## src/rtl/ssd_score_display_pkg.sv

```systemverilog
// Shared types, segment patterns and constant helpers for the seven-segment
// score display.
package ssd_pkg;

  typedef enum logic [1:0] {
    ST_IDLE   = 2'd0,
    ST_SHIFT  = 2'd1,
    ST_COMMIT = 2'd2
  } ssd_state_e;

  // Cathodes {a,b,c,d,e,f,g}, active-low
  localparam logic [6:0] SEG_0   = 7'b0000001;
  localparam logic [6:0] SEG_1   = 7'b1001111;
  localparam logic [6:0] SEG_2   = 7'b0010010;
  localparam logic [6:0] SEG_3   = 7'b0000110;
  localparam logic [6:0] SEG_4   = 7'b1001100;
  localparam logic [6:0] SEG_5   = 7'b0100100;
  localparam logic [6:0] SEG_6   = 7'b0100000;
  localparam logic [6:0] SEG_7   = 7'b0001111;
  localparam logic [6:0] SEG_8   = 7'b0000000;
  localparam logic [6:0] SEG_9   = 7'b0000100;
  localparam logic [6:0] SEG_A   = 7'b0001000;
  localparam logic [6:0] SEG_B   = 7'b1100000;
  localparam logic [6:0] SEG_C   = 7'b0110001;
  localparam logic [6:0] SEG_D   = 7'b1000010;
  localparam logic [6:0] SEG_E   = 7'b0110000;
  localparam logic [6:0] SEG_F   = 7'b0111000;
  localparam logic [6:0] SEG_OFF = 7'b1111111;

  function automatic int pow10(input int n);
    int r;
    r = 1;
    for (int i = 0; i < n; i++) r = r * 10;
    return r;
  endfunction

  function automatic int clog2(input int n);
    int r;
    r = 0;
    while ((1 << r) < n) r++;
    return r;
  endfunction

endpackage

```

## src/rtl/ssd_score_display_bin2bcd_seq.sv

```systemverilog
// Iterative double-dabble converter: one shift-add-3 step per clock,
// VALUE_W steps per conversion. done marks the cycle of the final step.
module bin2bcd_seq
  import ssd_pkg::*;
#(
  parameter int VALUE_W    = 14,
  parameter int NUM_DIGITS = 4
) (
  input  logic                    clk,
  input  logic                    reset_n,
  input  logic                    start,
  input  logic [VALUE_W-1:0]      bin_in,
  output logic                    busy,
  output logic                    done,
  output logic [4*NUM_DIGITS-1:0] result
);

  localparam int BCD_W = 4 * NUM_DIGITS;
  localparam int CNT_W = clog2(VALUE_W + 1);

  logic [VALUE_W-1:0] bin_q, bin_d;
  logic [BCD_W-1:0]   bcd_q, bcd_d, bcd_adj;
  logic [CNT_W-1:0]   cnt_q, cnt_d;
  logic               run_q, run_d;

  always_comb begin
    bcd_adj = bcd_q;
    for (int i = 0; i < NUM_DIGITS; i++) begin
      if (bcd_q[4*i +: 4] >= 4'd5) bcd_adj[4*i +: 4] = bcd_q[4*i +: 4] + 4'd3;
    end

    bin_d = bin_q;
    bcd_d = bcd_q;
    cnt_d = cnt_q;
    run_d = run_q;
    if (run_q) begin
      bcd_d = (bcd_adj << 1) | BCD_W'(bin_q[VALUE_W-1]);
      bin_d = bin_q << 1;
      cnt_d = cnt_q - CNT_W'(1);
      run_d = (cnt_q != CNT_W'(1));
    end else if (start) begin
      bin_d = bin_in;
      bcd_d = '0;
      cnt_d = CNT_W'(VALUE_W);
      run_d = 1'b1;
    end
  end

  always_ff @(posedge clk or negedge reset_n) begin
    if (!reset_n) begin
      bin_q <= '0;
      bcd_q <= '0;
      cnt_q <= '0;
      run_q <= 1'b0;
    end else begin
      bin_q <= bin_d;
      bcd_q <= bcd_d;
      cnt_q <= cnt_d;
      run_q <= run_d;
    end
  end

  assign busy   = run_q;
  assign done   = run_q && (cnt_q == CNT_W'(1));
  assign result = bcd_q;

endmodule

```

## src/rtl/ssd_score_display.sv

```systemverilog
// Seven-segment scan controller: load -> clamp -> BCD -> atomic display latch,
// multiplexed active-low anodes with leading-zero blanking.
// Define SSD_HEX_MODE_EN to add the hex_mode input (raw hex display, no BCD).
//
//   state     | meaning
//   ST_IDLE   | waiting for load; captures value and overflow flag
//   ST_SHIFT  | double-dabble engine stepping through the value bits
//   ST_COMMIT | latch result into display register, publish overflow
module ssd_score_display
  import ssd_pkg::*;
#(
  parameter int NUM_DIGITS    = 4,
  parameter int VALUE_W       = 14,
  parameter int SCAN_DIV_BITS = 18
) (
  input  logic                  clk,
  input  logic                  reset_n,
  input  logic [VALUE_W-1:0]    value,
  input  logic                  load,
  input  logic                  blank_en,
  input  logic [NUM_DIGITS-1:0] dp_mask,
`ifdef SSD_HEX_MODE_EN
  input  logic                  hex_mode,
`endif
  output logic                  busy,
  output logic                  overflow,
  output logic [NUM_DIGITS-1:0] an,
  output logic [6:0]            seg,
  output logic                  dp
);

  localparam int BCD_W   = 4 * NUM_DIGITS;
  localparam int IDX_W   = (NUM_DIGITS > 1) ? clog2(NUM_DIGITS) : 1;
  localparam int MAX_DEC = pow10(NUM_DIGITS) - 1;
  localparam int EXT_W   = (VALUE_W > BCD_W) ? VALUE_W : BCD_W;

  function automatic logic [6:0] seg_decode(input logic [3:0] n);
    case (n)
      4'h0: return SEG_0;
      4'h1: return SEG_1;
      4'h2: return SEG_2;
      4'h3: return SEG_3;
      4'h4: return SEG_4;
      4'h5: return SEG_5;
      4'h6: return SEG_6;
      4'h7: return SEG_7;
      4'h8: return SEG_8;
      4'h9: return SEG_9;
`ifdef SSD_HEX_MODE_EN
      4'hA: return SEG_A;
      4'hB: return SEG_B;
      4'hC: return SEG_C;
      4'hD: return SEG_D;
      4'hE: return SEG_E;
      4'hF: return SEG_F;
`endif
      default: return SEG_OFF;
    endcase
  endfunction

  logic hex_req;
`ifdef SSD_HEX_MODE_EN
  assign hex_req = hex_mode;
`else
  assign hex_req = 1'b0;
`endif

  ssd_state_e          state_q, state_d;
  logic                busy_q, busy_d, ovf_q, ovf_d, ovf_pend_q, ovf_pend_d;
  logic                hex_sel_q, hex_sel_d;
  logic [BCD_W-1:0]    hex_val_q, hex_val_d, disp_q, disp_d;
  logic [SCAN_DIV_BITS-1:0] presc_q, presc_d;
  logic [IDX_W-1:0]    idx_q, idx_d;
  logic [NUM_DIGITS-1:0] an_q, an_d, blank_vec;
  logic [6:0]          seg_q, seg_d;
  logic                dp_q, dp_d;

  logic [31:0]         val_32;
  logic [EXT_W-1:0]    val_ext;
  logic [VALUE_W-1:0]  clamped;
  logic                dec_ovf, hex_ovf, eng_start, eng_busy, eng_done, zero_above;
  logic [BCD_W-1:0]    eng_result;
  logic [3:0]          nib;

  assign val_32    = 32'(value);
  assign dec_ovf   = val_32 > 32'(MAX_DEC);
  assign clamped   = dec_ovf ? VALUE_W'(MAX_DEC) : value;
  assign val_ext   = EXT_W'(value);
  assign hex_ovf   = |(val_ext >> BCD_W);
  assign eng_start = (state_q == ST_IDLE) && load && !hex_req;

  bin2bcd_seq #(.VALUE_W(VALUE_W), .NUM_DIGITS(NUM_DIGITS)) u_bin2bcd (
    .clk     (clk),
    .reset_n (reset_n),
    .start   (eng_start),
    .bin_in  (clamped),
    .busy    (eng_busy),
    .done    (eng_done),
    .result  (eng_result)
  );

  always_comb begin
    state_d    = state_q;
    busy_d     = busy_q;
    ovf_d      = ovf_q;
    ovf_pend_d = ovf_pend_q;
    hex_sel_d  = hex_sel_q;
    hex_val_d  = hex_val_q;
    disp_d     = disp_q;
    case (state_q)
      ST_IDLE: begin
        if (load) begin
          busy_d    = 1'b1;
          hex_sel_d = hex_req;
          if (hex_req) begin
            hex_val_d  = val_ext[BCD_W-1:0];
            ovf_pend_d = hex_ovf;
            state_d    = ST_COMMIT;
          end else begin
            ovf_pend_d = dec_ovf;
            state_d    = ST_SHIFT;
          end
        end
      end
      ST_SHIFT: if (eng_done || !eng_busy) state_d = ST_COMMIT;
      ST_COMMIT: begin
        disp_d  = hex_sel_q ? hex_val_q : eng_result;
        ovf_d   = ovf_pend_q;
        busy_d  = 1'b0;
        state_d = ST_IDLE;
      end
      default: state_d = ST_IDLE;
    endcase
  end

  // Scan: blanking looks at the latched display only, never the engine.
  always_comb begin
    presc_d = presc_q + SCAN_DIV_BITS'(1);
    idx_d   = idx_q;
    if (&presc_q) idx_d = (idx_q == IDX_W'(NUM_DIGITS - 1)) ? '0 : idx_q + IDX_W'(1);

    zero_above = 1'b1;
    blank_vec  = '0;
    for (int i = NUM_DIGITS - 1; i >= 0; i--) begin
      zero_above   = zero_above & (disp_q[4*i +: 4] == 4'd0);
      blank_vec[i] = blank_en & zero_above & (i != 0);
    end

    nib  = disp_q[{idx_q, 2'b00} +: 4];
    an_d = blank_vec[idx_q] ? '1 : ~(NUM_DIGITS'(1) << idx_q);
    seg_d = blank_vec[idx_q] ? SEG_OFF : seg_decode(nib);
    dp_d = ~dp_mask[idx_q];
  end

  always_ff @(posedge clk or negedge reset_n) begin
    if (!reset_n) begin
      state_q    <= ST_IDLE;
      busy_q     <= 1'b0;
      ovf_q      <= 1'b0;
      ovf_pend_q <= 1'b0;
      hex_sel_q  <= 1'b0;
      hex_val_q  <= '0;
      disp_q     <= '0;
      presc_q    <= '0;
      idx_q      <= '0;
      an_q       <= '1;
      seg_q      <= SEG_OFF;
      dp_q       <= 1'b1;
    end else begin
      state_q    <= state_d;
      busy_q     <= busy_d;
      ovf_q      <= ovf_d;
      ovf_pend_q <= ovf_pend_d;
      hex_sel_q  <= hex_sel_d;
      hex_val_q  <= hex_val_d;
      disp_q     <= disp_d;
      presc_q    <= presc_d;
      idx_q      <= idx_d;
      an_q       <= an_d;
      seg_q      <= seg_d;
      dp_q       <= dp_d;
    end
  end

  assign busy     = busy_q;
  assign overflow = ovf_q;
  assign an       = an_q;
  assign seg      = seg_q;
  assign dp       = dp_q;

endmodule

```

## config.mk

```make
export PLATFORM = sky130hd
export DESIGN_NAME = ssd_score_display
export DESIGN_NICKNAME = d
export VERILOG_FILES = /design/src/rtl/ssd_score_display_pkg.sv /design/src/rtl/ssd_score_display_bin2bcd_seq.sv /design/src/rtl/ssd_score_display.sv
export SDC_FILE = /design/constraint.sdc
export NUM_CORES = 1
export LEC_CHECK = 0
export ABC_AREA = 1
export BUFFER_PORTS_ARGS = -buffer_cell sky130_fd_sc_hd__buf_4
export CAP_MARGIN = 20
export CORE_MARGIN = 10
export CORE_UTILIZATION = 53
export CTS_BUF_LIST = sky130_fd_sc_hd__clkbuf_8
export CTS_CLUSTER_DIAMETER = 100
export CTS_CLUSTER_SIZE = 24
export DETAILED_ROUTE_END_ITERATION = 16
export GPL_ROUTABILITY_DRIVEN = 0
export PLACE_DENSITY = 0.72
export SYNTH_ARGS = -nofsm -noshare
export SYNTH_HDL_FRONTEND = slang
export SYNTH_SLANG_ARGS = --single-unit
```

## constraint.sdc

```tcl
create_clock -name clk -period 1.9 [get_ports clk]
set_input_delay 0.57 -clock clk [delete_from_list [all_inputs] [get_ports clk]]
set_output_delay 0.57 -clock clk [all_outputs]
set_load 0.02 [all_outputs]
```

==> Word level (Yosys, flattened, before mapping) <==
Memory sizes are Yosys's and may differ from the RTL's.
Cells that the tools add are included.
{ "word_totals": {"n_memories": 1, "register_bits": 88, "mem_bits_ro": 112} }
{ "mem_list": {"columns": ["name", "depth", "word_bits", "read_ports", "rd_clocked_by_memory_dff", "write_ports", "line_no", "text"], "rows": [
  ["(no name shown)", 16, 7, 1, 0, 0, "ssd_score_display.sv:38", "case (n)"]
]} }
{ "op_classes": {"n_lt_le_gt_ge": 6, "n_reduce_logical": 14, "bitwise_logic": 8, "eq_ne": 7, "n_mux": 25, "n_shift": 2, "addsub": 7} }
{ "op_table": {"columns": ["op", "count"], "rows": [
  ["14-bit 2-to-1 mux", 3],
  ["16-bit 2-to-1 mux", 2],
  ["4-bit 2-to-1 mux", 6],
  ["18-bit by 1-bit adder with 18-bit output (second input constant)", 1],
  ["18-bit AND reduction", 1],
  ["4-bit by 3-bit greater-or-equal comparator with 1-bit output (second input constant)", 4],
  ["16-bit by 1-bit OR with 16-bit output", 1],
  ["16-bit by 5-bit indexed part select with 4-bit output", 1],
  ["14-bit greater-than comparator (second input constant)", 1],
  ["4-bit by 2-bit adder with 4-bit output (second input constant)", 3],
  ["4-bit zero test", 3],
  ["7-bit 2-to-1 mux", 1],
  ["2-bit 2-to-1 mux", 3],
  ["2-bit AND reduction", 3],
  ["1-bit AND", 5],
  ["1-bit 2-to-1 mux", 5],
  ["1-bit binary-select mux with 2-bit select", 2],
  ["2-bit equality test (second input constant)", 2],
  ["4-bit by 1-bit equality test with 1-bit output (second input constant)", 1],
  ["2-bit inequality test (second input constant)", 2],
  ["4-bit by 1-bit inequality test with 1-bit output (second input constant)", 1],
  ["4-bit inverter", 1],
  ["2-bit one-hot mux with 2 select lines", 1],
  ["2-bit nonzero test", 2],
  ["13 further kinds", 14]
]} }

==> Longest topological paths before layout <==
Gate-level depths: netlist (run 1).
{ "logic_depth": {"depth_word": 7, "ltp_mapped": 11, "ltp_nobuf": 10} }

==> By module <==
Synthesis (run 1) repeated with hierarchy kept, for this count alone.
{ "unflattened": {"hier_cells": 554, "area_unflattened_um2": 4524.3} }
{ "by_module_without_submodules": {"columns": ["module", "area_each_um2", "instances", "cells_per_inst"], "rows": [
  ["ssd_score_display", 2695.1, 1, 331],
  ["bin2bcd_seq", 1829.3, 1, 223]
]} }

==> Worst setup path before layout (run 1) <==
No wires, ideal clock.
{ "synth_timing": {"path_type": "reg-to-reg", "startpoint": "register idx_q[0]", "endpoint": "register seg_q[1], in the netlist seg[1]", "stages_incl_launch_ff": 12, "setup_time_ns": 0.086, "setup_slack_ns": 0.409, "synth_period_minus_slack_ns": 1.491, "arrival_time_ns": 1.406, "path_cell_list": "dfrtp_1 > inv_2 > buf_6 > nand2_1 > nand3_1 > nand2_1 > inv_1 > ha_1 > inv_1 > nand3_1 > nand3_1 > nand3_1"} }
{ "synth_via": {"elab_chain_cells": 3, "elab_cells_between_ends": 5} }
{ "synth_lines": {"columns": ["item", "line_no", "text"], "rows": [
  ["from (decl)", "ssd_score_display.sv:73", "logic [IDX_W-1:0] idx_q, idx_d;"],
  ["from (signal assigned)", "ssd_score_display.sv:178", "idx_q <= idx_d;"],
  ["16-bit by 5-bit indexed part select with 4-bit output or 1-bit binary-select mux with 2-bit select (tied branches)", "ssd_score_display.sv:149, ssd_score_display.sv:151", null],
  ["memory read 16 x 7 bit or 1-bit 2-to-1 mux (tied branches)", null, null],
  ["7-bit 2-to-1 mux (*)", "ssd_score_display.sv:151", "seg_d = blank_vec[idx_q] ? SEG_OFF : seg_decode(nib);"],
  ["named net seg_d[1]", "ssd_score_display.sv:75", "logic [6:0] seg_q, seg_d;"],
  ["to (signal assigned)", "ssd_score_display.sv:180", "seg_q <= seg_d;"],
  ["to (decl)", "ssd_score_display.sv:75", null]
]} }
The timed path passes the listed nets; every way through them passes the cells marked *. The select of a mux whose other input is x is not followed.
A chain may end at the register's enable or synchronous reset.

==> Worst setup path in the final report (run 1) <==
{ "layout_timing": {"startpoint": "register idx_q[1]", "endpoint": "register seg_q[1], in the netlist seg[1]"} }
Same word-level chain as after synthesis.

==> impl_results.md, run 1 <==
- Outcome: completed
- Cell count after synthesis: between 500 and 600
- Sink Count: between 80 and 90
- Via count: between 3,000 and 4,000
- Layout area overhead: 14.4%
- Largest net degree at the start of global routing: between 40 and 50
- Ant diodes: 0
- Number of global-route vias before repair: 3,569
- Worst setup EP type: flop
- First-pass GRT wire length: about 15 mm
- TritonCTS clock tree: yes
- Area of the multi-input gates: approximately 1900 um2
- CP max stage delay: 490 ps
- Rel. slew slack: roughly 62%
- Routed wire length: around 8.5 mm
- Share of the synthesized area in the top cell type: 42.6%
- Total nets after synthesis: between 500 and 600
- CTS H-tree depth: 3
- Initial DRT Pass Iterations: 4
- Final Critical Period: ~1700 ps
- Ratio of cells with drive above 1 in the final layout: approximately 17%
- Grt ovf: 0
- Die height: approximately 110 um
- FP Rows: 33
- Power share of the combinational group: between 30% and 40%
- Final-report hold violation count: 0
- Sw Ratio: a little under two fifths
- # hold bufs at CTS: 0
- Syn Area/Cell: between 8 and 9 um2
- Top cells by area, synth: dfrtp_1 (43%), nand2_1 (13%), dfstp_2 (7.1%)
- Clock share of power: between 20% and 30%
- Crit-path slowest cell: dfrtp_1
- Sequential area share after synthesis: 49.6%
- Detail Placement HPWL: 6.30 mm
- Register area: about 2200 um2
- Clk root buf: clkbuf_8
- Critical Path AT: slightly below 2000 ps
- CP top delay family: simple AND/OR/NAND/NOR gates
- Total core area: 8220 um2
- Largest fanout on the critical path: 10
- CP Launch Type: flop
- Yosys warning count: 0
- Clock Path Buffers: 2
- Drt first-iter violations: 186
- Ports: 36
- DR DRC count: 0
- Port Buffers: 35
- Die Area: approximately 13,000 um2
- Vias per Instance: just over 5
- P per Cell Area: about 1400 nW/um2
- Final layout net count: roughly 620
- RSZ-0062 raised after global routing: no
- Worst vdd ir: ~0.63 mV
- Mapped cell area: about 4500 um2
- Critical Path RT: 2170 ps
- Max-cap violations: 0
- Routed WL per cell: 12.4 um
- Clock-pin slew on the worst setup and hold paths: ~80 ps
- Fill count: between 600 and 700
- Fin Hold WS: about 96 ps
- Clk_lat worst skew: about 350 ps
- Chip width: 112 um
- Antenna violations before repair: 0
- Tcrit/Tclk final: between 80 and 90%
- CP startpoint: idx_q[1]$_DFFE_PN0P_
- # setup viols final: 0
- Worst path cell trace: inv_2, nand3_1, nand2_1, inv_1, ha_1, inv_1, nand3_1, nand3_1, nand3_1
- Most used cell, CP: nand3_1
- CTS buffer count: 9
- Hold crit path type: in2async
- WS Path Type: reg2reg
- Fin Setup TNS: 0 ps
- Worst Tran Pin Value: about 570 ps
- P_leak: around 2.6 nW
- Launch point of the worst reg-to-reg path: idx_q[1]$_DFFE_PN0P_
- Sw Pwr: about 0.0027 W
- Initial Util: a little over half
- ANT nets after route: 0
- Max Freq: ~0.6 GHz
- Pins Over Slew Limit: 0
- Synth Register Bits: between 80 and 90
- Sequential Power Share: ~40%
- Critical path buffer and inverter count: 3
- P_int: 0.00454 W
- Clock Skews: between 5 and 6 ps
- Total GRT Usage: roughly 14%
- Dominant cell type by area after synthesis: dfrtp_1
- Netlist cell types: 32
-- state kept, by name, summed over array words and instances, names as in the netlist --
register / flops
an: 4
busy: 1
disp_q: 16
dp: 1
idx_q: 2
overflow: 1
ovf_pend_q: 1
presc_q: 18
seg: 7
state_q: 2
u_bin2bcd.bin_q: 14
u_bin2bcd.busy: 1
u_bin2bcd.cnt_q: 4
u_bin2bcd.result: 16
-- layer usage --
layer | GRT usage [%] | part of all wire [%]
met5 | 0 | 0
met4 | 6.60 | 2.2
met3 | 3.06 | 4.5
met2 | 23.9 | 47
met1 | 17.0 | 47
-- cell families after synthesis --
| group | Yosys count | share of synthesized area, % |
|---|---|---|
| AO/OA/AOI/OAI | 64 | 7.93 |
| XOR/XNOR | 17 | 3.33 |
| adder cells (fa/ha/maj) | 21 | 5.88 |
| buffers and inverters | 93 | 8.43 |
| flip-flops | 88 | 49.6 |
| AND/OR/NAND/NOR | 251 | 24.8 |
-- synth_stat cells --
library cell and n:
nand2_1 152, dfrtp_1 76, inv_1 73, nand3_1 46, o21ai_0 34, nor2_1 27
ha_1 21, o22ai_1 18, dfstp_2 12, xor2_1 11, inv_2 8, buf_2 7
nand2_2 7, xnor2_1 6, a21oi_1 5, nand3_2 5, nor3_1 3, o21ai_1 3
buf_6 2, clkbuf_1 2, nand4_1 2, nor2_2 2, nor2_4 2, or2_2 2
a22oi_1 1, a31oi_1 1, a32o_1 1, buf_4 1, nand2_4 1, nand3_4 1
nand3b_1 1, o211ai_1 1
-- power by group through the flow --
stage / Clock, W / Combinational [W] / Sequential (W)
global route: 0.00169 / 0.00324 / 0.00300
detailed placement: 0 / 0.00278 / 0.00296
floorplan: 0 / 0.00199 / 0.00300
finish: 0.00159 / 0.00277 / 0.00293
global placement: 0 / 0.00268 / 0.00295
CTS: 0.00162 / 0.00279 / 0.00293
-- worst paths after layout --
kind                                               endpoint  slack (ps)  depth (start not counted)
min in group clk             u_bin2bcd.bin_q[4]$_DFFE_PN0P_         450                          3
setup reg to reg                           seg[1]$_DFF_PN1_         230                          9
hold reg to reg                      state_q[1]$_DFFE_PN0P_         450                          1
hold / removal             u_bin2bcd.result[15]$_DFFE_PN0P_         100                          1
setup / recovery                           seg[1]$_DFF_PN1_         230                          9
max in group asynchronous   u_bin2bcd.bin_q[12]$_DFFE_PN0P_        1200                          2
-- layout by cell type, fill, tap and decap left out, types with 2 or more instances in the layout --
cell type  Yosys  final
buf_4          1     41
dfrtp_1       76     75
dfstp_2       12     12
ha_1          21     21
a21oi_1        5      5
or2_2          2      2
clkbuf_8       0     11
inv_1         73     73
xnor2_1        6      6
bufinv_16      0      3
nand4_1        2      2
nand3_2        5      5
xor2_1        11     11
nand2_1      152    152
nand2_2        7      7
o21ai_1        3      3
nand3_1       46     46
nor2_4         2      2
nor3_1         3      3
o21ai_0       34     34
o22ai_1       18     18
nor2_1        27     27
nor2_2         2      2
inv_2          8      8
-- per-stage QoR --
stage          cells  utilization, %  total power [W]  setup slack (ps)  cell area [um2]
2_1_floorplan    534               -          0.00499               409             4470
3_3_place_gp     669            59.1          0.00562               283             4850
3_5_place_dp     669            59.1          0.00574               216             4850
4_1_cts          685            62.2          0.00734               197             5110
5_1_grt          685            62.2          0.00794              64.2             5110
6_report         685            62.2          0.00728               233             5110
-- what timing repair did --
item                                    CTS  global route
gates resized for setup                   0             1
setup buffers                             0             0
endpoints found under the setup margin    0             4
-- worst reg2reg max path, stage by stage (launching register included) --
cell	delay, ps
dfrtp_1	490
inv_2	210
nand3_1	110
nand2_1	190
inv_1	100
ha_1	200
inv_1	50
nand3_1	90
nand3_1	100
nand3_1	60
-- layout make-up --
class	instances	area share (%)
clock buffers	11	2.96
clock inverters	5	2.01
inverters	81	5.95
multi-input cells	353	36.7
flip-flops and latches	88	43.4
well taps	105	2.57
repair buffers	42	6.42
No activity file was read; power rests on OpenSTA's default activity.
==> inputs of run 2 (changes only) <==
--- a/config.mk
+++ b/config.mk
@@ -18,2 +18,3 @@
 export PLACE_DENSITY = 0.72
+export SLEW_MARGIN = 20
 export SYNTH_ARGS = -nofsm -noshare
==> constraint.sdc (replaced) <==
create_clock -name clk -period 1.9 [get_ports clk]
set_input_delay 0.38 -clock clk [delete_from_list [all_inputs] [get_ports clk]]
set_output_delay 0.38 -clock clk [all_outputs]
set_load 0.02 [all_outputs]
==> run 2 against run 1 <==
Net effect: critical path depth increased by 1; first-iteration DRC count decreased by 9.7%; sequential share of layout area about the same; die area unchanged.
==> impl_results.md, run 2 (synthesis results as in run 1) <==
- Fill count: 725 (+7.4%)
- P per Cell Area: 1400 nW/um2 (-1.4%)
- Post-CTS Setup Bufs: 0 (unchanged)
- Commonest non-fill, non-tap cells in the layout: nand2_1 (152), dfrtp_1 (76), inv_1 (75)
- Final layout net count: 620 (+0.32%)
- Initial DRT Pass Iterations: 4 (unchanged)
- Port Buffers: 35 (unchanged)
- Sink Count: 88 (unchanged)
- Worst setup EP type: flop
- Commonest non-fill, non-tap cell in the layout: nand2_1
- Core Util, Final: 62.1% (about the same)
- Outcome: completed
- Ant diodes: 0 (unchanged)
- Clk root buf: clkbuf_8
- TritonCTS clock tree: yes
- DR DRC count: 0 (unchanged)
- Critical Path RT: 2180 ps (about the same)
- Routed met2 length: 3.90 mm (-2.0%)
- FP Rows: 33 (unchanged)
- Register area: 2220 um2 (about the same)
- Clock-pin slew on the worst setup and hold paths: 80 ps (about the same)
- Routed wire length: 8.43 mm (-1.1%)
- CTS buffer count: 9 (unchanged)
- Fin Setup TNS: 0 ps (unchanged)
- Routed WL per cell: 12.3 um (-1.4%)
- CP Launch Type: flop
- Max-cap violations: 0 (unchanged)
- # setup viols final: 0 (unchanged)
- CTS H-tree depth: 3 (unchanged)
- Largest fanout on the critical path: 13 (+3)
- Die height: 112 um (unchanged)
- Clock Path Buffers: 2 (unchanged)
- Largest reg by FF count: presc_q
- First-pass GRT wire length: 15.4 mm (unchanged)
- Clk_lat worst skew: 350 ps (about the same)
- Total GRT Usage: 14.3% (+0.032 points)
- Area of the multi-input gates: 1870 um2 (unchanged)
- Final-report hold violation count: 0 (unchanged)
- Met1 WL: 4.05 mm (+2.1%)
- ANT nets after route: 0 (unchanged)
- Pins Over Slew Limit: 0 (unchanged)
- Critical Path AT: 1980 ps (+40 ps)
- Tcrit/Tclk final: 89.6% (+1.9 points)
- Initial Util: 54.4% (unchanged)
- Antenna violations before repair: 0 (unchanged)
- Vias per Instance: 5.05 (-0.58%)
- Worst vdd ir: 0.554 mV (-12%)
- Number of global-route vias before repair: 3,425 (-4.0%)
- Ports: 36 (unchanged)
- WS Path Type: reg2reg
- DR WL met3: 312 um (-19%)
- Hold crit path type: in2reg
- Chip width: 112 um (unchanged)
- P_leak: 2.62 nW (+0.33%)
- Ratio of cells with drive above 1 in the final layout: 16.7% (-0.23 points)
- Top Layer Used: met4
- Max Freq: 0.587 GHz (-2.1%)
- Detail Placement HPWL: 6.27 mm (-0.37%)
- Via count: 3,468 (-0.29%)
- RSZ-0062 raised after global routing: no
- Grt ovf: 0 (unchanged)
- Max reg flops: 18 (unchanged)
- Final Critical Period: 1700 ps (+35.2 ps)
- Clock Skews: 11.8 ps (+5.81 ps)
- Die Area: 12,500 um2 (unchanged)
- Layout area overhead: 14.3% (about the same)
- Drt first-iter violations: 168 (-9.7%)
- Rel. slew slack: 62.5% (+0.51 points)
- Total core area: 8220 um2 (unchanged)
- Worst Tran Pin Value: 561 ps (-7.62 ps)
- Largest net degree at the start of global routing: 37 (-14%)
## run 2: cell types whose count changed in the layout (fill, tap and decap cells not counted), sizes merged
| cell | previous run | this run |
|---|---|---|
| clkbuf | 11 | 12 |
| clkinv | 2 | 0 |
| bufinv | 3 | 2 |
| inv | 81 | 83 |
| dlygate4sd3 | 0 | 1 |
| buf | 42 | 43 |
## run 2: area by class of cell
cell class | count | area share (%)
flip-flops and latches | 88 | 43.4
clock inverters | 4 | 1.32
inverters | 81 | 5.96
clock buffers | 12 | 3.24
repair buffers | 44 | 6.77
multi-input cells | 353 | 36.7
well taps | 105 | 2.57
## run 2: metal layers
metal  global-route usage (%)  vias up
li1                         -     1773
met1                     17.9     1614
met2                     22.8       68
met3                     3.06       13
met4                     7.03        0
met5                        0        -
## run 2: repair_timing
item,4_1_cts,5_1_grt
hold buffers,1,0
endpoints found under the hold margin,28,0
gates resized for setup,0,0
## run 2: worst paths after layout
check	to	depth (start not counted)	start	slack, ps
hold reg to reg	state_q[1]$_DFFE_PN0P_	1	state_q[1]$_DFFE_PN0P_	460
hold / removal	u_bin2bcd.bin_q[12]$_DFFE_PN0P_	2	value[13]	250
setup reg to reg	seg[1]$_DFF_PN1_	10	idx_q[0]$_DFFE_PN0P_	200
max in group asynchronous	an[1]$_DFF_PN1_	3	reset_n	830
min in group asynchronous	u_bin2bcd.result[14]$_DFFE_PN0P_	2	reset_n	490
setup / recovery	seg[1]$_DFF_PN1_	10	idx_q[0]$_DFFE_PN0P_	200
## run 2: through the flow
step           std cells  power (W)  hold WS (ps)  instance area, um2  setup slack (ps)
2_1_floorplan        534    0.00499          84.4                4470               409
3_3_place_gp         670    0.00563           343                4860               286
3_5_place_dp         670    0.00575           340                4860               227
4_1_cts              687    0.00725           236                5100               197
5_1_grt              687    0.00786           262                5100              8.62
6_report             687    0.00717           252                5100               197
## run 2: critical path: stages, from the launching register on
cell and delay [ps]:
dfrtp_1 520, inv_2 180, nand2_1 90, nand3_1 60, nand2_1 180, inv_1 100, ha_1 200, inv_1 50
nand3_1 90, nand3_1 100, nand3_1 60
## run 2: report_power, final
group / internal (W) / switching, W
registers: 0.00255 / 0.000381
clock network: 0.000840 / 0.000629
logic: 0.00105 / 0.00172
==> inputs of run 3 (changes only) <==
--- a/config.mk
+++ b/config.mk
@@ -8,3 +8,3 @@
 export ABC_AREA = 1
-export BUFFER_PORTS_ARGS = -buffer_cell sky130_fd_sc_hd__buf_4
+export BUFFER_PORTS_ARGS = -buffer_cell sky130_fd_sc_hd__buf_2
 export CAP_MARGIN = 20
==> constraint.sdc (replaced) <==
create_clock -name clk -period 1.9 [get_ports clk]
set_input_delay 0.19 -clock clk [delete_from_list [all_inputs] [get_ports clk]]
set_output_delay 0.19 -clock clk [all_outputs]
set_load 0.02 [all_outputs]
==> run 3 against run 2 <==
Net effect: maximum frequency is 2.3% higher; sequential share of layout area is 1.6 points higher; via count is 0.95% lower; total power is 6.8% lower; cell count is 0.15% lower.
==> impl_results.md, run 3 (synthesis results as in run 1) <==
- Max Freq: 0.601 GHz (+2.3%)
- Routed met2 length: 3.87 mm (-0.90%)
- P per Cell Area: 1360 nW/um2 (-3.3%)
- Top Layer Used: met4
- Fin Hold WS: 84.4 ps (-168 ps)
- Critical Path RT: 2160 ps (-20 ps)
- Largest fanout on the critical path: 13 (unchanged)
- Sink Count: 88 (unchanged)
- Final Critical Period: 1660 ps (-38.0 ps)
- RSZ-0062 raised after global routing: no
- P_leak: 2.55 nW (-2.6%)
- Total core area: 8220 um2 (unchanged)
- # setup viols final: 0 (unchanged)
- Hold path cells: 3 (+1)
- First-pass GRT wire length: 15.1 mm (-1.9%)
- Die height: 112 um (unchanged)
- CTS H-tree depth: 3 (unchanged)
- Max reg flops: 18 (unchanged)
- Total GRT Usage: 14.0% (-0.29 points)
- Detail Placement HPWL: 6.33 mm (+0.88%)
- Worst Tran Pin Value: 548 ps (-13.6 ps)
- Routed wire length: 8.50 mm (+0.84%)
- Die Area: 12,500 um2 (unchanged)
- Final layout net count: 619 (-0.16%)
- Worst setup EP type: flop
- Port Buffers: 35 (unchanged)
- Layout area overhead: 10.1%
- Commonest non-fill, non-tap cells in the layout: nand2_1 (152), inv_1 (78), dfrtp_1 (75)
- Largest net degree at the start of global routing: 39 (+5.4%)
- Worst r2r path cells: 8 (-2)
- Routed WL per cell: 12.4 um (+0.99%)
- DR WL met3: 380 um (+22%)
- Outcome: completed
- Pins Over Slew Limit: 0 (unchanged)
- Hold Path End: u_bin2bcd.bin_q[5]$_DFFE_PN0P_
- Critical Path AT: 1930 ps (-50 ps)
- Clock Skews: 9.11 ps (-2.69 ps)
- CP startpoint: idx_q[0]$_DFFE_PN0P_
- Clock-pin slew on the worst setup and hold paths: 80 ps (about the same)
- Hold crit path type: in2reg
- Worst vdd ir: 0.529 mV (-4.6%)
- Via count: 3,435 (-0.95%)
- Grt ovf: 0 (unchanged)
- Initial Util: 54.4% (unchanged)
- R2r setup slk: 240 ps (+40 ps)
- Fin Setup TNS: 0 ps (unchanged)
- Ports: 36 (unchanged)
- Launch point of the worst reg-to-reg path: idx_q[0]$_DFFE_PN0P_
- Commonest non-fill, non-tap cell in the layout: nand2_1
- Largest reg by FF count: presc_q
- WS Path Type: reg2reg
- Drt first-iter violations: 147 (-13%)
- Final-report hold violation count: 0 (unchanged)
- Max-cap violations: 0 (unchanged)
- Post-CTS Setup Bufs: 0 (unchanged)
- Rel. slew slack: 63.4% (+0.90 points)
- Clk_lat worst skew: 350 ps (about the same)
- Met1 WL: 4.11 mm (+1.4%)
- Ant diodes: 0 (unchanged)
- Ratio of cells with drive above 1 in the final layout: 16.2% (-0.49 points)
- Clock Path Buffers: 2 (unchanged)
- Number of global-route vias before repair: 3,438 (+0.38%)
- Clk root buf: clkbuf_8
- TritonCTS clock tree: yes
- CTS buffer count: 9 (unchanged)
- Antenna violations before repair: 0 (unchanged)
- Chip width: 112 um (unchanged)
- Vias per Instance: 5.01 (-0.81%)
- Core Util, Final: 59.9% (-2.2 points)
- CP Launch Type: flop
- ANT nets after route: 0 (unchanged)
- FP Rows: 33 (unchanged)
- Worst r2r dst: seg[3]$_DFF_PN1_
- DR DRC count: 0 (unchanged)
- Hold Path Origin: value[5]
- Initial DRT Pass Iterations: 4 (unchanged)
- Tcrit/Tclk final: 87.6% (-2.0 points)
run 3: changes by cell type in the layout (fill, tap and decap cells not counted), sizes merged:
cell / delta
clkbuf: -3
bufinv: -2
buf: -1
inv: +3
clkinv: +2
run 3: final cells by class:
cell class / count / area, um2
multi-input cells: 353 / 1870
inverters: 81 / 304
clock inverters: 7 / 28.8
fillers: 753 / 3300
repair buffers: 43 / 240
flip-flops and latches: 88 / 2220
well taps: 105 / 131
clock buffers: 9 / 124
run 3: critical path: stages (launching register included):
cell and delay, ps:
dfrtp_2 490, inv_2 210, nand2_1 70, nand3_1 70, nand2_1 150, ha_1 320, nand3_1 90, nand3_1 100
nand3_1 70
run 3: through the flow:
stage               setup slack, ps  area [um2]  total power, W  instances
floorplan                       409        4470         0.00499        534
global placement                252        4760         0.00554        669
finish                          235        4920         0.00668        686
global route                   99.2        4920         0.00734        686
CTS                             126        4920         0.00674        686
detailed placement              148        4760         0.00567        669
run 3: routing by layer:
metal  GRT usage, %  vias to the layer above
li1               -                     1768
met1           16.8                     1593
met2           23.6                       63
met3           3.38                       11
met4           5.31                        0
met5              0                        -
run 3: worst max-delay path by stage:
stage | end | slack (ps) | depth (start not counted)
finish | seg[3]$_DFF_PN1_ | 240 | 8
floorplan | seg[1]$_DFF_PN1_ | 410 | 11
global placement | seg[1]$_DFF_PN1_ | 250 | 10
detailed placement | seg[1]$_DFF_PN1_ | 150 | 10
CTS | seg[1]$_DFF_PN1_ | 130 | 10
global route | seg[3]$_DFF_PN1_ | 100 | 8
run 3: where the power goes:
| group | switching, W | internal, W | leakage (nW) |
|---|---|---|---|
| clock network | 0.000616 | 0.000448 | 0.0992 |
| registers | 0.000389 | 0.00255 | 1.09 |
| logic | 0.00170 | 0.000976 | 1.36 |
run 3: repair_timing:
item	CTS	global route
endpoints found under the hold margin	23	0
resized for setup	0	1
hold buffers	1	0
endpoints found under the setup margin	0	3
